## src/rtl/beep_pkg.sv

```systemverilog
// Shared definitions for the multi-key beeper: mode encoding, FSM states
// and default timing derived from the board clock.
package beep_pkg;

    localparam logic MODE_ONESHOT = 1'b0;
    localparam logic MODE_TOGGLE  = 1'b1;

    typedef enum logic {
        ST_IDLE,
        ST_TONE
    } state_t;

    localparam int CLK_FREQ_HZ = 50_000_000;

    function automatic int ms_to_cyc(input int ms);
        return (CLK_FREQ_HZ / 1000) * ms;
    endfunction

    localparam int DEBOUNCE_CYC_DEF   = ms_to_cyc(20);
    localparam int BEEP_CYC_DEF       = ms_to_cyc(100);
    // 1 kHz tone for key 0 at the default clock
    localparam int TONE_HALF_BASE_DEF = 25_000;

endpackage

```

## src/rtl/key_debounce_ch.sv

```systemverilog
// One key channel: two-flop synchroniser, stability counter and a
// one-cycle flag on each accepted press (falling debounced level).
module key_debounce_ch #(
    parameter int DEBOUNCE_CYC = 8
) (
    input  logic sys_clk,
    input  logic sys_rst,
    input  logic key,
    output logic key_value,
    output logic key_flag
);
    localparam int DW = (DEBOUNCE_CYC > 1) ? $clog2(DEBOUNCE_CYC) : 1;

    logic          sync1_reg;
    logic          sync2_reg;
    logic [DW-1:0] cnt_reg;
    logic          key_value_reg;
    logic          key_flag_reg;

    always_ff @(posedge sys_clk) begin
        if (sys_rst) begin
            sync1_reg     <= 1'b1;
            sync2_reg     <= 1'b1;
            cnt_reg       <= '0;
            key_value_reg <= 1'b1;
            key_flag_reg  <= 1'b0;
        end else begin
            sync1_reg    <= key;
            sync2_reg    <= sync1_reg;
            key_flag_reg <= 1'b0;
            // Any cycle agreeing with the accepted level restarts the count
            if (sync2_reg == key_value_reg) begin
                cnt_reg <= '0;
            end else if (cnt_reg == DW'(DEBOUNCE_CYC - 1)) begin
                cnt_reg       <= '0;
                key_value_reg <= sync2_reg;
                key_flag_reg  <= ~sync2_reg;
            end else begin
                cnt_reg <= cnt_reg + 1'b1;
            end
        end
    end

    assign key_value = key_value_reg;
    assign key_flag  = key_flag_reg;

endmodule

```

## src/rtl/multi_key_beep.sv

```systemverilog
// N-key debounce front end feeding a per-key square-wave tone generator,
// played as a fixed burst or as a toggled continuous tone.
module multi_key_beep
    import beep_pkg::*;
#(
    parameter int  NUM_KEYS       = 4,
    parameter int  DEBOUNCE_CYC   = DEBOUNCE_CYC_DEF,
    parameter int  BEEP_CYC       = BEEP_CYC_DEF,
    parameter int  TONE_HALF_BASE = TONE_HALF_BASE_DEF,
    localparam int AW             = (NUM_KEYS > 1) ? $clog2(NUM_KEYS) : 1
) (
    input  logic                sys_clk,
    input  logic                sys_rst,
    input  logic [NUM_KEYS-1:0] key,
    input  logic                mode,
    output logic [NUM_KEYS-1:0] key_value,
    output logic [NUM_KEYS-1:0] key_flag,
    output logic [AW-1:0]       active_key,
    output logic                busy,
    output logic                beep
);
    localparam int BW = (BEEP_CYC > 1) ? $clog2(BEEP_CYC) : 1;
    localparam int TW = (TONE_HALF_BASE * NUM_KEYS > 1) ? $clog2(TONE_HALF_BASE * NUM_KEYS) : 1;

    genvar gi;
    generate
        for (gi = 0; gi < NUM_KEYS; gi++) begin : g_ch
            key_debounce_ch #(
                .DEBOUNCE_CYC(DEBOUNCE_CYC)
            ) u_ch (
                .sys_clk  (sys_clk),
                .sys_rst  (sys_rst),
                .key      (key[gi]),
                .key_value(key_value[gi]),
                .key_flag (key_flag[gi])
            );
        end
    endgenerate

    logic          press_valid;
    logic [AW-1:0] press_idx;

    // Descending scan so the lowest pressed index is the one left standing
    always_comb begin
        press_valid = 1'b0;
        press_idx   = '0;
        for (int i = NUM_KEYS - 1; i >= 0; i--) begin
            if (key_flag[i]) begin
                press_valid = 1'b1;
                press_idx   = AW'(i);
            end
        end
    end

    state_t        state_reg;
    logic [AW-1:0] active_key_reg;
    logic          mode_reg;
    logic [BW-1:0] burst_cnt_reg;
    logic [TW-1:0] tone_cnt_reg;
    logic          beep_reg;
    logic [TW-1:0] half_m1;

    assign half_m1 = TW'(TONE_HALF_BASE * (int'(active_key_reg) + 1) - 1);

    always_ff @(posedge sys_clk) begin
        if (sys_rst) begin
            state_reg      <= ST_IDLE;
            active_key_reg <= '0;
            mode_reg       <= MODE_ONESHOT;
            burst_cnt_reg  <= '0;
            tone_cnt_reg   <= '0;
            beep_reg       <= 1'b0;
        end else begin
            case (state_reg)
                ST_IDLE: begin
                    burst_cnt_reg <= '0;
                    tone_cnt_reg  <= '0;
                    beep_reg      <= 1'b0;
                    if (press_valid) begin
                        state_reg      <= ST_TONE;
                        active_key_reg <= press_idx;
                        mode_reg       <= mode;
                    end
                end
                ST_TONE: begin
                    if (press_valid && press_idx == active_key_reg && mode_reg == MODE_TOGGLE) begin
                        state_reg     <= ST_IDLE;
                        burst_cnt_reg <= '0;
                        tone_cnt_reg  <= '0;
                        beep_reg      <= 1'b0;
                    end else if (press_valid) begin
                        // New key, or same key in a burst: restart the tone
                        active_key_reg <= press_idx;
                        mode_reg       <= mode;
                        burst_cnt_reg  <= '0;
                        tone_cnt_reg   <= '0;
                        beep_reg       <= 1'b0;
                    end else if (mode_reg == MODE_ONESHOT && burst_cnt_reg == BW'(BEEP_CYC - 1)) begin
                        state_reg     <= ST_IDLE;
                        burst_cnt_reg <= '0;
                        tone_cnt_reg  <= '0;
                        beep_reg      <= 1'b0;
                    end else begin
                        if (mode_reg == MODE_ONESHOT) begin
                            burst_cnt_reg <= burst_cnt_reg + 1'b1;
                        end
                        if (tone_cnt_reg == half_m1) begin
                            tone_cnt_reg <= '0;
                            beep_reg     <= ~beep_reg;
                        end else begin
                            tone_cnt_reg <= tone_cnt_reg + 1'b1;
                        end
                    end
                end
                default: state_reg <= ST_IDLE;
            endcase
        end
    end

    assign active_key = active_key_reg;
    assign busy       = (state_reg == ST_TONE);
    assign beep       = beep_reg;

endmodule

```

## config.mk

```make
export PLATFORM = sky130hd
export DESIGN_NAME = multi_key_beep
export DESIGN_NICKNAME = d
export VERILOG_FILES = /design/src/rtl/beep_pkg.sv /design/src/rtl/key_debounce_ch.sv /design/src/rtl/multi_key_beep.sv
export SDC_FILE = /design/constraint.sdc
export NUM_CORES = 1
export LEC_CHECK = 0
export ABC_AREA = 1
export CORE_ASPECT_RATIO = 1.5
export CORE_UTILIZATION = 45
export DETAILED_ROUTE_END_ITERATION = 12
export GPL_ROUTABILITY_DRIVEN = 0
export SYNTH_ARGS = -nofsm -noshare
export SYNTH_HDL_FRONTEND = slang
export SYNTH_SLANG_ARGS = --single-unit
```

## constraint.sdc

```tcl
create_clock -name sys_clk -period 2.2 [get_ports sys_clk]
set_input_delay 0.66 -clock sys_clk [delete_from_list [all_inputs] [get_ports sys_clk]]
set_output_delay 0.66 -clock sys_clk [all_outputs]
set_load 0.01 [all_outputs]
```

Yosys cells after proc, flatten, opt, wreduce, memory -nomap -nowiden
Cells that the tools add are included.
{"block": "totals", "inputBits": 7, "out_inout_bits": 12, "regBits": 141, "elab_cells": 113}
{"block": "classes", "mux": 34, "n_bitwise": 15, "n_mul": 1, "n_addsub": 8, "n_reduce_logical": 15, "eq_ne": 14}
{"op": "two-way mux 23 bit", "count": 4}
{"op": "adder 20 x 1 -> 20 bit (second input constant)", "count": 4}
{"op": "== test 20 bit (second input constant)", "count": 4}
{"op": "two-way mux 17 bit", "count": 4}
{"op": "case mux 23 bit (2 select lines)", "count": 1}
{"op": "case mux 17 bit (2 select lines)", "count": 1}
{"op": "OR reduction 3 bit", "count": 8}
{"op": "adder 23 x 1 -> 23 bit (second input constant)", "count": 1}
{"op": "== test 23 bit (second input constant)", "count": 1}
{"op": "adder 17 x 1 -> 17 bit (second input constant)", "count": 1}
{"op": "== test 17 bit", "count": 1}
{"op": "subtractor 17 x 1 -> 17 bit (second input constant)", "count": 1}
{"op": "inverter 1 bit", "count": 15}
{"op": "multiplier 12 x 3 -> 14 bit (first input constant)", "count": 1}
{"op": "two-way mux 1 bit", "count": 14}
{"op": "two-way mux 2 bit", "count": 6}
{"op": "AND reduction 2 bit", "count": 4}
{"op": "case mux 1 bit (2 select lines)", "count": 3}
{"op": "inequality test 5 x 2 -> 1 bit (second input constant)", "count": 1}
{"op": "inequality test 5 x 3 -> 1 bit (second input constant)", "count": 1}
{"op": "== test 1 bit", "count": 4}
{"op": "case mux 2 bit (2 select lines)", "count": 1}
{"op": "adder 2 x 1 -> 3 bit (second input constant)", "count": 1}
{"op": "logical AND 1 bit", "count": 3}
{"op": "2 further kinds", "count": 2}

Depth between registers and ports, before layout
{"block": "logic_depth", "depth_word": 9, "depth_mapped": 19, "ltp_nobuf": 18}

Hierarchy
A second synthesis with hierarchy kept.
{"block": "hier_totals", "cells_unflattened": 1052, "hier_area_um2": 7368.3}
{"module": "key_debounce_ch", "seq_area_each_um2": 480.5, "cells_each": 157, "instances": 4, "area_per_inst_um2": 1144.8}
{"module": "multi_key_beep", "seq_area_each_um2": 900.9, "cells_each": 424, "instances": 1, "area_per_inst_um2": 2788.9}

Least setup slack after synthesis
OpenSTA, ideal clock, no wires.
{"block": "synth_timing", "path_kind": "register to register", "start": "reg active_key_reg[0], in the netlist active_key[0]", "end": "reg tone_cnt_reg[15]", "setup_time_ns": 0.115, "period_less_slack_ns": 2.451, "required_ns": 2.085, "setup_slack_ns": -0.251, "path_stages_with_launch": 18, "arrival_ns": 2.337, "n_path_buf": 2, "path_cell_list": "dfxtp_1 -> buf_6 -> inv_4 -> ha_1 -> inv_1 -> nand2_1 -> nand2_1 -> inv_1 -> ha_1 -> nand2_1 -> nand2_1 -> nand3_1 -> nand3_1 -> nor2_1 -> nand4_2 -> nand3_2 -> buf_6 -> nor2_2"}
{"block": "synth_via", "elab_chain_cells": 9, "elab_cells_between_ends": 12, "classes_between": "add/sub: 2; mul: 1; eq/ne: 2; mux: 5; reduce/logical: 2"}
{"element": "from (decl)", "line_no": "multi_key_beep.sv:56", "rtl": "logic [AW-1:0] active_key_reg;"}
{"element": "from (signal assigned)", "line_no": "multi_key_beep.sv:81", "rtl": "active_key_reg <= press_idx;"}
{"element": "from (signal assigned)", "line_no": "multi_key_beep.sv:93", "rtl": "active_key_reg <= press_idx;"}
{"element": "adder 2 x 1 -> 3 bit", "line_no": "multi_key_beep.sv:63", "rtl": "assign half_m1 = TW'(TONE_HALF_BASE * (int'(active_key_reg) + 1) - 1);"}
{"element": "multiplier 12 x 3 -> 14 bit", "line_no": "multi_key_beep.sv:63"}
{"element": "subtractor 17 x 1 -> 17 bit", "line_no": "multi_key_beep.sv:63"}
{"element": "== test 17 bit", "line_no": "multi_key_beep.sv:107", "rtl": "if (tone_cnt_reg == half_m1) begin"}
{"element": "two-way mux 17 bit", "line_no": "multi_key_beep.sv:107"}
{"element": "two-way mux 17 bit", "line_no": "multi_key_beep.sv:98", "rtl": "end else if (mode_reg == MODE_ONESHOT && burst_cnt_reg == BW'(BEEP_CYC - 1)) begin"}
{"element": "two-way mux 17 bit", "line_no": "multi_key_beep.sv:91", "rtl": "end else if (press_valid) begin"}
{"element": "two-way mux 17 bit (*)", "line_no": "multi_key_beep.sv:86", "rtl": "if (press_valid && press_idx == active_key_reg && mode_reg == MODE_TOGGLE) begin"}
{"element": "case mux 17 bit (2 select lines) (*)", "line_no": "multi_key_beep.sv:74", "rtl": "case (state_reg)"}
{"element": "to (signal assigned)", "line_no": "multi_key_beep.sv:111", "rtl": "tone_cnt_reg <= tone_cnt_reg + 1'b1;"}
{"element": "to (decl)", "line_no": "multi_key_beep.sv:59", "rtl": "logic [TW-1:0] tone_cnt_reg;"}
Mark *: on every way between the ends. The rest lies on a longest branch, timed or not.
A chain may end at the register's enable or synchronous reset.

Final worst setup path
{"block": "layout_timing", "start": "reg active_key_reg[1], in the netlist active_key[1]", "end": "out active_key[1]"}
{"element": "to (decl)", "line_no": "multi_key_beep.sv:18", "rtl": "output logic [AW-1:0] active_key,"}
No word-level cell between the ends.

==> flow_summary.ini <==
[critical_path]
reg2reg_from = active_key[0]$_SDFFE_PP0P_
critPathArrivalTime_ns = 1.47
cp.required_ns = 1.54
worst_r2r_path_depth = 14
crit_start = active_key[1]$_SDFFE_PP0P_
reg2reg_to = tone_cnt_reg[14]$_SDFF_PP0_
crit_type = reg2out
cp-start-kind = flop
reg2reg_slack_ns = 0.09
endpoint_kind = primary output
worst-path-max-fanout = 8

[finish]
fillers = 1567
largest_register_ffs = 80
syn_to_final_growth_pct = 17.5
finalNetCount = 1075
fin_area_sq_um = 8490
multi_input_area_sq_um = 3920
num_antenna_cells = 0
register_area_sq_um = 2830
finalNonFillerCells = 1268
layout-drive-gt1-share = 0.147

[placed_design]
hpwl_mm = 11.2
io_buffers = 18
dp_cells = 1233
postPlaceCellArea_sq_um = 7710
pre_cts_ws_ns = 0.0101

[routing]
wirelength_mm = 15.4
ant_nets = 0
drt_iter0_markers = 233
wl_per_cell_microns = 12.1
avgViaCountPerCell = 4.93
num_vias = 6256
drc_errors = 0
drt-pass1-iter-count = 6

[flow_run]
cap_violations = 0

[power]
switching_power_mw = 1.11
pwr-share-comb = 0.011
p_clk_frac = 0.534
p_per_area_nw_per_um2 = 664
power.share.sequential = 0.455
p_leak_nw = 2.99
finalPower_mw = 5.64
p_sw_frac = 0.196
irDropWorstVdd_mv = 0.459
internal_power_mw = 4.53

[synth]
avgSynthCellArea_sq_um = 7.11
synth_cell_types = 46
synth-seq-cells = 141
mappedNetlistArea_sq_um = 7230
ys_seq_area_frac = 0.391
ys.flop_type = dfxtp_1
synth_area_leaders = dfxtp_1, nand2_1, nor2_1
synth_edf_count = 0
yosysMostFrequentCell = nand2_1
synth_fp_nets = 1038
yosys_warnings = 0
ys_top_cells_by_count = nand2_1, nor2_1, dfxtp_1, inv_1, nor3_1
synth.top_cell.area_share = 0.391
synthCells = 1017
async_flop_share = 0
yosysTopAreaCell = dfxtp_1

[floorplan]
die_h_microns = 157
start_util = 0.461
core_sq_um = 15700
fp.dieW_microns = 105
dieArea_sq_um = 16600
core.rowCount = 56
ios = 19

[timing]
skew_ns = 0.00829
fin_crit_sh = 0.969
timing.fmax_ghz = 0.469
fin_ws_ns = 0.0688
rsz0062_at_grt = yes
finalCriticalPeriod_ns = 2.13
fin_tns_setup_ns = 0
worst_pin_slew_ns = 0.327
slew_viol_final = 0
maxSlewHeadroom = 0.780
finalHoldViolations = 0
setup_violations = 0

[hold_path]
hold_start = g_ch[2].u_ch.sync1_reg$_SDFF_PP1_
holdPathEnd = g_ch[2].u_ch.sync2_reg$_SDFF_PP1_
min_path_cells = 1
hold_class = reg2reg

[global_routing]
grt_usage = 0.196
grt_max_degree = 21
antenna_found_initial = 0
grt_pass1_wl_mm = 26.4
grt.overflow.total = 0
grt_pass1_vias = 5999

[clock_tree]
cts_htree_levels = 4
clock_latency_ns = 0.41
hold_buffers = 0
clkTransAtPathRegs_ns = 0.06
tritoncts = done
ctsRootBufferMaster = clkbuf_16
cts.sinks = 141
numCtsBuffers = 17
clk_path_buf_depth = 2

[status]
run_status = finished, final reports clean
power groups by stage:
stage / combinational, mW / clock [mW] / sequential (mW)
floorplan: 0.0316 / 0 / 2.62
global placement: 0.0633 / 0 / 2.62
detailed placement: 0.0635 / 0 / 2.62
CTS: 0.0635 / 3.07 / 2.57
global route: 0.0694 / 3.20 / 2.57
finish: 0.0625 / 3.01 / 2.57
how the worst max path moves through the flow:
| stage | to | slack [ns] | cells after the start |
|---|---|---|---|
| floorplan | tone_cnt_reg[15]$_SDFF_PP0_ | 0.002 | 17 |
| global placement | tone_cnt_reg[2]$_SDFF_PP0_ | 0.06 | 15 |
| detailed placement | tone_cnt_reg[2]$_SDFF_PP0_ | 0.01 | 15 |
| CTS | tone_cnt_reg[14]$_SDFF_PP0_ | 0.007 | 15 |
| global route | tone_cnt_reg[14]$_SDFF_PP0_ | -0.08 | 16 |
| finish | active_key[1] | 0.07 | 2 |
per-stage QoR:
step                       util  hold slack, ns
after detailed placement  0.491           0.393
after global routing      0.541           0.415
after global placement    0.491           0.391
after floorplan               -           0.389
after CTS                 0.533           0.407
final                     0.541           0.405
placed cells by master, fill, tap and decap left out, types with 19 or more instances in the layout:
cell,netlist,final
a21oi_1,43,43
dfxtp_1,141,139
inv_1,127,123
nand2_1,204,199
nand3_1,41,39
nand4_1,26,26
nor2_1,159,152
nor2_2,19,25
nor3_1,55,54
o21ai_0,20,19
xor2_1,32,32
timing repair:
action,in CTS,in global routing
cloned,2,0
pin swaps,3,13
resized for setup,4,27
endpoints found under the hold margin,0,0
buffers inserted,0,3
endpoints found under the setup margin,3,18
cells by family after synthesis:
family | Yosys count | share of synthesized area
xor gates and xnor gates | 38 | 0.0460
DFF | 141 | 0.391
adders and majority gates | 14 | 0.0242
buffers and inverters | 155 | 0.0902
AOI/OAI and AO/OA | 80 | 0.0592
muxes | 2 | 0.00277
and+or+nand+nor | 587 | 0.387
per-layer routing:
layer | track usage | wire (microns) | share of wire | vias up
met5 | 0 | 0 | 0 | -
met2 | 0.366 | 7960 | 0.52 | 70
met3 | 0.0468 | 460 | 0.030 | 34
met1 | 0.209 | 6560 | 0.43 | 2817
met4 | 0.0838 | 398 | 0.026 | 0
li1 | - | - | - | 3335
worst max-delay path, cell delays in order, from the launching register on:
cell	delay [ns]
dfxtp_2	0.32
buf_4	0.16
clkdlybuf4s50_1	0.58
final cells by class:
| cell class | instances | share of cell area |
|---|---|---|
| Inverter | 133 | 0.0597 |
| Clock inverter | 11 | 0.0194 |
| Multi-Input combinational cell | 723 | 0.461 |
| Clock buffer | 19 | 0.0533 |
| Timing Repair Buffer | 38 | 0.0432 |
| Sequential cell | 141 | 0.333 |
| Tap cell | 203 | 0.0299 |
Note: power is estimated with default switching activity, not from simulation.
